===== config.mk =====
export PLATFORM = sky130hd
export DESIGN_NAME = prog_loader
export DESIGN_NICKNAME = d
export VERILOG_FILES = /design/src/rtl/loader_pkg.sv /design/src/rtl/byte_packer.sv /design/src/rtl/prog_loader.sv
export SDC_FILE = /design/constraint.sdc
export NUM_CORES = 1
export LEC_CHECK = 0
export CAP_MARGIN = 10
export CORE_MARGIN = 1.5
export CORE_UTILIZATION = 28
export CTS_CLUSTER_SIZE = 20
export DETAILED_ROUTE_END_ITERATION = 8
export GPL_ROUTABILITY_DRIVEN = 1
export MAX_ROUTING_LAYER = met4
export PLACE_DENSITY = 0.55
export RECOVER_POWER = 25
export SYNTH_ARGS = -nofsm -noshare
export SYNTH_HDL_FRONTEND = slang
export SYNTH_SLANG_ARGS = --single-unit

===== constraint.sdc =====
create_clock -name CLK -period 7.1 [get_ports CLK]
set_input_delay 1.42 -clock CLK [delete_from_list [all_inputs] [get_ports CLK]]
set_output_delay 1.42 -clock CLK [all_outputs]
set_load 0.005 [all_outputs]

===== src/rtl/loader_pkg.sv =====
// Shared types and helpers for the UART program loader.
package loader_pkg;

  // Loader sequencing: header, payload, checksum, then a terminal state.
  typedef enum logic [2:0] {
    S_IDLE,
    S_LEN,
    S_DATA,
    S_SUM,
    S_DONE,
    S_ERR
  } loader_state_t;

  // Byte lane that receives the byte at position idx within a word.
  function automatic int lane_sel(input int idx, input bit big_endian, input int word_bytes);
    if (big_endian) return word_bytes - 1 - idx;
    return idx;
  endfunction

endpackage


===== src/rtl/byte_packer.sv =====
// Assembles a stream of bytes into words; the completed word is presented
// combinationally in the cycle its last byte is accepted.
module byte_packer
  import loader_pkg::*;
#(
  parameter int WORD_BYTES = 4,
  parameter int BIG_ENDIAN = 0
) (
  input  logic                    clk_i,
  input  logic                    rst_ni,
  input  logic [7:0]              byte_i,
  input  logic                    valid_i,
  input  logic                    clear_i,
  output logic [8*WORD_BYTES-1:0] word_o,
  output logic                    word_valid_o
);

  localparam int IDX_W = (WORD_BYTES > 1) ? $clog2(WORD_BYTES) : 1;
  localparam logic [IDX_W-1:0] LAST_IDX = IDX_W'(WORD_BYTES - 1);

  logic [IDX_W-1:0]        idx_q, idx_d;
  logic [8*WORD_BYTES-1:0] part_q;
  logic                    last;
  int                      lane;

  assign last         = (idx_q == LAST_IDX);
  assign word_valid_o = valid_i & ~clear_i & last;

  // Insert the incoming byte into its lane on top of the partial word.
  always_comb begin
    lane   = lane_sel(int'(idx_q), BIG_ENDIAN != 0, WORD_BYTES);
    word_o = part_q;
    word_o[8*lane +: 8] = byte_i;
  end

  // Byte index: clear wins, otherwise advance and wrap on each accepted byte.
  always_comb begin
    idx_d = idx_q;
    if (clear_i)      idx_d = '0;
    else if (valid_i) idx_d = last ? '0 : idx_q + IDX_W'(1);
  end

  // Index register.
  always_ff @(posedge clk_i or negedge rst_ni) begin
    if (!rst_ni) idx_q <= '0;
    else         idx_q <= idx_d;
  end

  // Partial word holds data only; every lane is rewritten before it is used.
  always_ff @(posedge clk_i) begin
    if (valid_i && !clear_i) part_q <= word_o;
  end

endmodule


===== src/rtl/prog_loader.sv =====
// Framed UART program loader: length header, payload words written to
// instruction memory, then an XOR checksum word.
module prog_loader
  import loader_pkg::*;
#(
  parameter int ADDR_WIDTH = 17,
  parameter int WORD_BYTES = 4,
  parameter int BIG_ENDIAN = 0
) (
  input  logic                    CLK,
  input  logic                    RST_N,
  input  logic [7:0]              rx_data,
  input  logic                    rx_valid,
  input  logic                    arm,
  input  logic                    abort,
  output logic                    mem_we,
  output logic [ADDR_WIDTH-1:0]   mem_addr,
  output logic [8*WORD_BYTES-1:0] mem_data,
  output logic                    busy,
  output logic                    done,
  output logic                    chk_ok,
  output logic                    err_len,
  output logic [ADDR_WIDTH:0]     word_count
);

  localparam int WORD_W = 8 * WORD_BYTES;
  localparam int CMP_W  = (WORD_W > ADDR_WIDTH + 1) ? WORD_W : ADDR_WIDTH + 1;
  localparam logic [CMP_W-1:0] CAPACITY = CMP_W'(1) << ADDR_WIDTH;

  loader_state_t       state_q;
  logic                mem_we_q;
  logic [ADDR_WIDTH-1:0] mem_addr_q;
  logic [WORD_W-1:0]   mem_data_q;
  logic [WORD_W-1:0]   chk_q, chk_d;
  logic [ADDR_WIDTH:0] wc_q, wc_d;
  logic [ADDR_WIDTH:0] n_q, n_d;
  logic                chk_ok_q;

  logic                accepting;
  logic [WORD_W-1:0]   pk_word;
  logic                pk_valid;
  logic                len_too_big;
  logic                len_zero;

  assign accepting = (state_q == S_LEN) || (state_q == S_DATA) || (state_q == S_SUM);

  byte_packer #(
    .WORD_BYTES (WORD_BYTES),
    .BIG_ENDIAN (BIG_ENDIAN)
  ) u_packer (
    .clk_i        (CLK),
    .rst_ni       (RST_N),
    .byte_i       (rx_data),
    .valid_i      (rx_valid & accepting),
    .clear_i      (arm | abort),
    .word_o       (pk_word),
    .word_valid_o (pk_valid)
  );

  // Header decode and running values for the word completing this cycle.
  always_comb begin
    len_too_big = CMP_W'(pk_word) > CAPACITY;
    len_zero    = (pk_word == '0);
    n_d         = (ADDR_WIDTH + 1)'(pk_word);
    wc_d        = wc_q + (ADDR_WIDTH + 1)'(1);
    chk_d       = chk_q ^ pk_word;
  end

  // Loader FSM with registered write port and status; abort beats arm.
  always_ff @(posedge CLK or negedge RST_N) begin
    if (!RST_N) begin
      state_q    <= S_IDLE;
      mem_we_q   <= 1'b0;
      mem_addr_q <= '0;
      mem_data_q <= '0;
      chk_q      <= '0;
      wc_q       <= '0;
      n_q        <= '0;
      chk_ok_q   <= 1'b0;
    end else begin
      mem_we_q <= 1'b0;
      if (abort) begin
        state_q <= S_IDLE;
      end else if (arm) begin
        state_q  <= S_LEN;
        chk_q    <= '0;
        wc_q     <= '0;
        chk_ok_q <= 1'b0;
      end else if (pk_valid) begin
        unique case (state_q)
          S_LEN: begin
            if (len_too_big) begin
              state_q <= S_ERR;
            end else if (len_zero) begin
              state_q <= S_SUM;
            end else begin
              n_q     <= n_d;
              state_q <= S_DATA;
            end
          end
          S_DATA: begin
            mem_we_q   <= 1'b1;
            mem_addr_q <= wc_q[ADDR_WIDTH-1:0];
            mem_data_q <= pk_word;
            chk_q      <= chk_d;
            wc_q       <= wc_d;
            if (wc_d == n_q) state_q <= S_SUM;
          end
          S_SUM: begin
            chk_ok_q <= (pk_word == chk_q);
            state_q  <= S_DONE;
          end
          default: ;
        endcase
      end
    end
  end

  assign mem_we     = mem_we_q;
  assign mem_addr   = mem_addr_q;
  assign mem_data   = mem_data_q;
  assign busy       = accepting;
  assign done       = (state_q == S_DONE);
  assign err_len    = (state_q == S_ERR);
  assign chk_ok     = chk_ok_q;
  assign word_count = wc_q;

endmodule


Yosys cells after proc, flatten, opt, wreduce, memory -nomap -nowiden
Index checks and enable logic that the tools add are counted.

storage, ports and cells
  register bits after elaboration = 156
  bits of input ports = 13
  output and inout port bits = 72
  word-level logic and storage cells = 75

operators by class
  $add $sub $neg = 3
  magnitude comparators = 1
  eq/ne operators = 9
  shift-type cells = 2
  mux-type cells = 24
  bitwise gates (word level) = 10
  reductions and logical operators = 16

operators with widths
  cell                                                   count
  2-to-1 mux 32 bit                                      3
  2-to-1 mux 18 bit                                      3
  negation 5 -> 33 bit                                   1
  variable shift 8 x 33 -> 32 bit, first input constant  1
  indexed part select 8 x 33 -> 32 bit                   1
  bitwise mux 32 bit                                     1
  == test 32 bit                                         1
  > comparator 32 x 18 -> 1 bit, second input constant   1
  zero test 32 bit                                       1
  bitwise XOR 32 bit                                     1
  adder 18 x 1 -> 18 bit, second input constant          1
  == test 18 bit                                         1
  2-to-1 mux 3 bit                                       5
  case mux 3 bit (3 select lines)                        1
  AND reduction 3 bit                                    3
  2-to-1 mux 1 bit                                       8
  nonzero test 2 bit                                     4
  == test 3 x 2 -> 1 bit, second input constant          2
  == test 3 bit, second input constant                   2
  2-to-1 mux 2 bit                                       3
  AND reduction 6 bit                                    1
  NOT 1 bit                                              5
  nonzero test 5 bit                                     1
  inequality test 4 x 3 -> 1 bit, second input constant  1
  other kinds (10)                                       13

Depth between registers and ports, before layout
  depth after elaboration = 10
  gate-level depth with buffers = 14
  gate-level depth less buffers = 9

By module
Synthesis repeated with hierarchy kept, for this count alone.

unflattened totals
  cells, all modules = 786
  area, all modules = 7628.6 um^2

modules (own cells, without submodules)
  module       instances  cells each  area each (um^2)  seq. area each (um^2)
  prog_loader  1          676         5993.2            3052.9
  byte_packer  1          110         1635.3            1011.0

Worst setup path before layout
Ideal clock, no wire load.

  kind = input to register
  start = input port abort
  end = register chk_ok_q, in the netlist chk_ok
  setup time = 0.125 ns
  arrival = 4.787 ns
  data required time = 6.975 ns
  setup slack = 2.189 ns
  stages = 6
  buffers on the path = 1
  path through = clkbuf_1 -> nor3_1 -> and2_1 -> nand3_1 -> a21oi_1 -> mux2_2

on the way
  cells in the longest elaborated chain, start to end = 6
  elaborated cells on any way between the ends = 7
  classes of those cells = bitwise (5); reduce/logical (2)

ends and longest elaborated chain
  what                               line                RTL
  start, declared                    prog_loader.sv:15   input logic abort,
  OR 1 bit                           prog_loader.sv:55   .clear_i (arm | abort),
  NOT 1 bit                          byte_packer.sv:27   assign word_valid_o = valid_i & ~clear_i & last;
  bitwise AND 1 bit (2 in series)    byte_packer.sv:27
  nonzero test 2 bit (no line)       --
  AND reduction 3 bit (no line) (*)  --
  end signal, assigned               prog_loader.sv:110  chk_ok_q <= (pk_word == chk_q);
  end, declared                      prog_loader.sv:37   logic chk_ok_q;

Mark *: on every way between the ends. The rest lies on a longest branch, timed or not.
A chain may end at the register's enable or synchronous reset.

==> results.md <==
- The run finished, with violations left.
- The final reports fail on max-capacitance violations, max-slew violations.
- The dominant delay contributor by cell family on the critical path is buffers and inverters.
- In this run the number of H-tree levels came out at 4.
- The count of unique library cells instantiated by Yosys is 55.
- The number of cells on the worst reg-to-reg path is 9.
- After global routing the overflow that remains totals 0.
- The number of antenna violations at the first check in global routing is 0.
- The number of vias per cell is 4.87.
- For the pin with the worst max-slew slack, the measured transition is 3550 ps.
- The number of buffers between clock root and the deepest sink is 2.
- The number of flops mapped to enable cells by yosys is 32.
- The total number of vias is 5702.
- The clock tree root driver cell is clkbuf_16.
- The HPWL reported at the end of detailed placement is 13.8 mm.
- The starting density of the core is 28.3%.
- The share of flip-flops with an asynchronous set or reset is 79.5%.
- The post-synth net total is 764.
- Between clock sinks in the finished design, the worst skew comes to 13.4 ps.
- The net count of the finished layout is 837.
- After layout, the worst path uses 63.2% of the clock period.
- At the later pin of the worst-skew pair, clock insertion delay measures 440 ps.
- For this run, the slowest stage of the critical path takes 2450 ps.
- The count of placed standard cells including taps is 1139.
- For the final routed database, the setup TNS stands at 0 ps.
- The number of port buffers is 84.
- The worst register-to-register path begins at u_packer.idx_q[0].
- Summing the areas of all and, or, nand and nor instances in the mapped netlist gives 14.7% of the synthesized area.
- The number of top-level design ports is 85.
- Clock-pin slew was measured on the worst setup and hold paths at 60 ps.
- The leakage power is 3.91 nW.
- The highest clock rate is 0.223 GHz.
- For this run, the leading register cell type out of synthesis is dfrtp_1.
- After Yosys synthesis, full adders, half adders and majority gates account for 1.15% of the synthesized area.
- The combined area of all synthesized cells is 0.00759 mm^2.
- Among all cell types in the netlist, the one instantiated most often is dfrtp_1.
- The site row count is 60.
- The area of the core region is 0.0268 mm^2.
- The end of the worst register-to-register path is chk_ok.
- The slowest library cell on the worst path is clkbuf_1.
- From left edge to right edge, the die measures 168 um.
- The post-route netlist has 7.47% of its cells at a drive strength greater than 1.
- The global-route usage over all layers is 15.1%.
- The final count of pins violating max slew is 97.
- The height of the die is 168 um.
- Entering global routing, the biggest net connects 97 pins.
- The count of unresolved DRC violations after routing is 0.
- The final routed wirelength across all metal layers is 20.0 mm.
- The number of global-route vias before repair is 5361.
- The tightest min-delay check is of the reg -> reg type.
- For this design, the CTS-stage hold fixing added 0 buffers.
- The area share of the leading cell type in the synthesized netlist is 40.9%.
- In this run the mean area of a mapped cell was 10.2 um^2.
- After synthesis, the largest family of logic cells by area is compound AO/OA/AOI/OAI gates.
- The sum of buffers and inverters on the critical path is 2.
- Setup violations remaining at the end of the flow were counted as 0.
- For the worst setup path, the data required time is 7560 ps.
- The relative slew slack is -137%.
- STA classifies the critical path startpoint as a primary input.
- Routability-driven placement finished with a final weighted congestion of 0.910.
- The category of the most critical setup path is in -> async.
- The areal power density over the cells is 200 mW/mm^2.
- The path with the worst hold slack has its endpoint at mem_addr[2].
- The routed wirelength normalized by instance count is 17.1 um.
- After synthesis, the cell types taking the most area are dfrtp_1, edfxtp_1, xnor2_1.
- For this run, the detailed router's first-pass iteration total came to 5.
- The fraction of the yosys area taken by sequential cells is 53.6%.
- The number of hold violations in the final report is 0.
- The number of cells on the worst hold path is 2.
- The startpoint identified for the worst hold timing path is mem_addr[2].
- The tool flagged a number of max-cap violations equal to 2.
- Across all register-to-register paths, the minimum setup slack is 2740 ps.
- IR analysis of the VDD net gives a maximum drop of 0.000131 V.
- The die covers 0.0281 mm^2.
- Synthesis produced a netlist whose cell count is 744.
- The register bit count reported by yosys is 156.
- Walking the worst path, the cells encountered are clkbuf_1 > buf_4.
- The yosys synthesis warning count is 0.
- Once detail routing completed, the nets flagged for antenna violations numbered 0.
- Of the total synthesized cell area, the portion taken by XOR and XNOR cells is 7.27%.
- The area growth from synthesis to final layout is 22.7%.
- The antenna diode count is 0.
- The critical-path maximum fanout is 63.
- The post-layout minimum cycle time is 4480 ps.
- After clock tree synthesis, the repair step resized 0 gates.
- The non-filler instance count after layout is 1171.
- The fraction of the mapped netlist area in compound gates is 15.6%.
- The cell type with the largest total area after synthesis is dfrtp_1.
- The number of buffers created by CTS is 17.
- Data on the critical path arrives at its endpoint at 4940 ps.
- The number of clock sinks is 156.
- The number of DRC markers in iteration 0 is 445.
- The fraction of synthesized area in multiplexers is 3.58%.
- The global-route wire length before repair is 31.7 mm.
- Setup repair after global routing left no endpoint under its margin.
- In this run the post-CTS setup repair buffer count came out at 0.
- The commonest cells after synthesis are dfrtp_1, nand2_1, a21oi_1, xnor2_1, inv_1.
- The kind of capture point of the worst setup path is an asynchronous set/reset pin.
- The clock tree from TritonCTS is yes.
==> where the power goes <==
group | switching (mW) | leakage (nW) | internal [mW]
Clock | 0.368 | 0.281 | 0.508
Combinational | 0.0505 | 1.60 | 0.0179
Sequential | 0.00206 | 2.02 | 0.916
==> cells in the final DEF (no fill, tap or decap), drive strengths merged, types with 2 or more instances in the layout <==
cell type / synthesis / final
and2: 3 / 3
mux2: 19 / 19
clkinv: 0 / 5
xor2: 12 / 12
a2bb2oi: 7 / 7
buf: 3 / 4
inv: 41 / 43
mux2i: 2 / 2
o21a: 33 / 33
nand2: 112 / 112
nor3b: 2 / 2
or4: 2 / 2
nor4: 13 / 13
clkbuf: 33 / 27
xnor2: 51 / 51
edfxtp: 32 / 32
nand3b: 2 / 2
nand3: 7 / 7
nor2b: 21 / 21
or2: 2 / 2
a2111oi: 2 / 2
nor4bb: 2 / 2
or3: 2 / 2
dfrtp: 124 / 124
dlygate4sd3: 0 / 9
nand2b: 4 / 4
nor2: 21 / 21
a21o: 2 / 2
nor3: 14 / 14
nand4: 10 / 10
a21oi: 59 / 59
ha: 7 / 7
a31oi: 37 / 37
clkdlybuf4s50: 0 / 74
or4b: 2 / 2
o31ai: 2 / 2
o21ai: 37 / 37
and4b: 2 / 2
o211ai: 2 / 2
a22oi: 6 / 6
==> worst max path at each step <==
stage | startpoint | depth (start not counted) | slack (ps) | end
6_report | RST_N | 2 | 2620 | n_q[16]
5_1_grt | RST_N | 2 | 1820 | chk_q[3]
4_1_cts | rx_data[5] | 8 | 2740 | n_q[4]
3_5_place_dp | rx_data[5] | 8 | 2280 | n_q[4]
3_3_place_gp | rx_data[5] | 8 | 2340 | n_q[6]
2_1_floorplan | abort | 6 | 2190 | chk_ok
==> cell families after synthesis <==
| group | after synthesis |
|---|---|
| xor+xnor | 63 |
| fa+ha+maj | 7 |
| flops | 156 |
| simple gates | 227 |
| mux | 21 |
| buf+inv | 77 |
| compound gates | 193 |
==> per-layer routing <==
layer,GRT usage (%),share of wire [%],vias up
met3,2.98,3.9,27
met4,4.31,1.2,0
li1,-,-,2768
met1,21.2,50,2787
met2,22.0,45,120
met5,-,0,-
==> worst min-delay path, delay by kind of cell (launching register included) <==
kind / cells / cell delay (ps)
AND/OR/NAND/NOR: 2 / 100
flip-flops: 1 / 340
==> registers in the layout (all words and copies together), names as in the netlist, 2 cells and up <==
register / flops
u_packer.idx_q: 2
mem_data: 32
mem_addr: 17
state_q: 3
chk_q: 32
n_q: 18
word_count: 18
u_packer.part_q: 32
==> cell type report <==
class | instances | area [um^2]
fillers | 2649 | 17500
inverters | 41 | 156
clock inverters | 8 | 55.1
multi-input cells | 511 | 3230
clock buffers | 24 | 514
flip-flops and latches | 156 | 4060
well taps | 341 | 427
repair buffers | 90 | 872
==> stage by stage <==
stage / utilization, % / setup WS (ps) / cell area, um^2 / total power [mW] / hold slack (ps)
after floorplan: - / 2190 / 7590 / 0.965 / 470
after global placement: 32.7 / 2340 / 8760 / 1.01 / 459
after detailed placement: 32.7 / 2280 / 8760 / 1.01 / 461
after CTS: 34.8 / 2740 / 9330 / 1.89 / 478
after global routing: 34.8 / 1820 / 9310 / 1.94 / 494
final: 34.8 / 2620 / 9310 / 1.86 / 470
(Power assumes the default switching activity.)
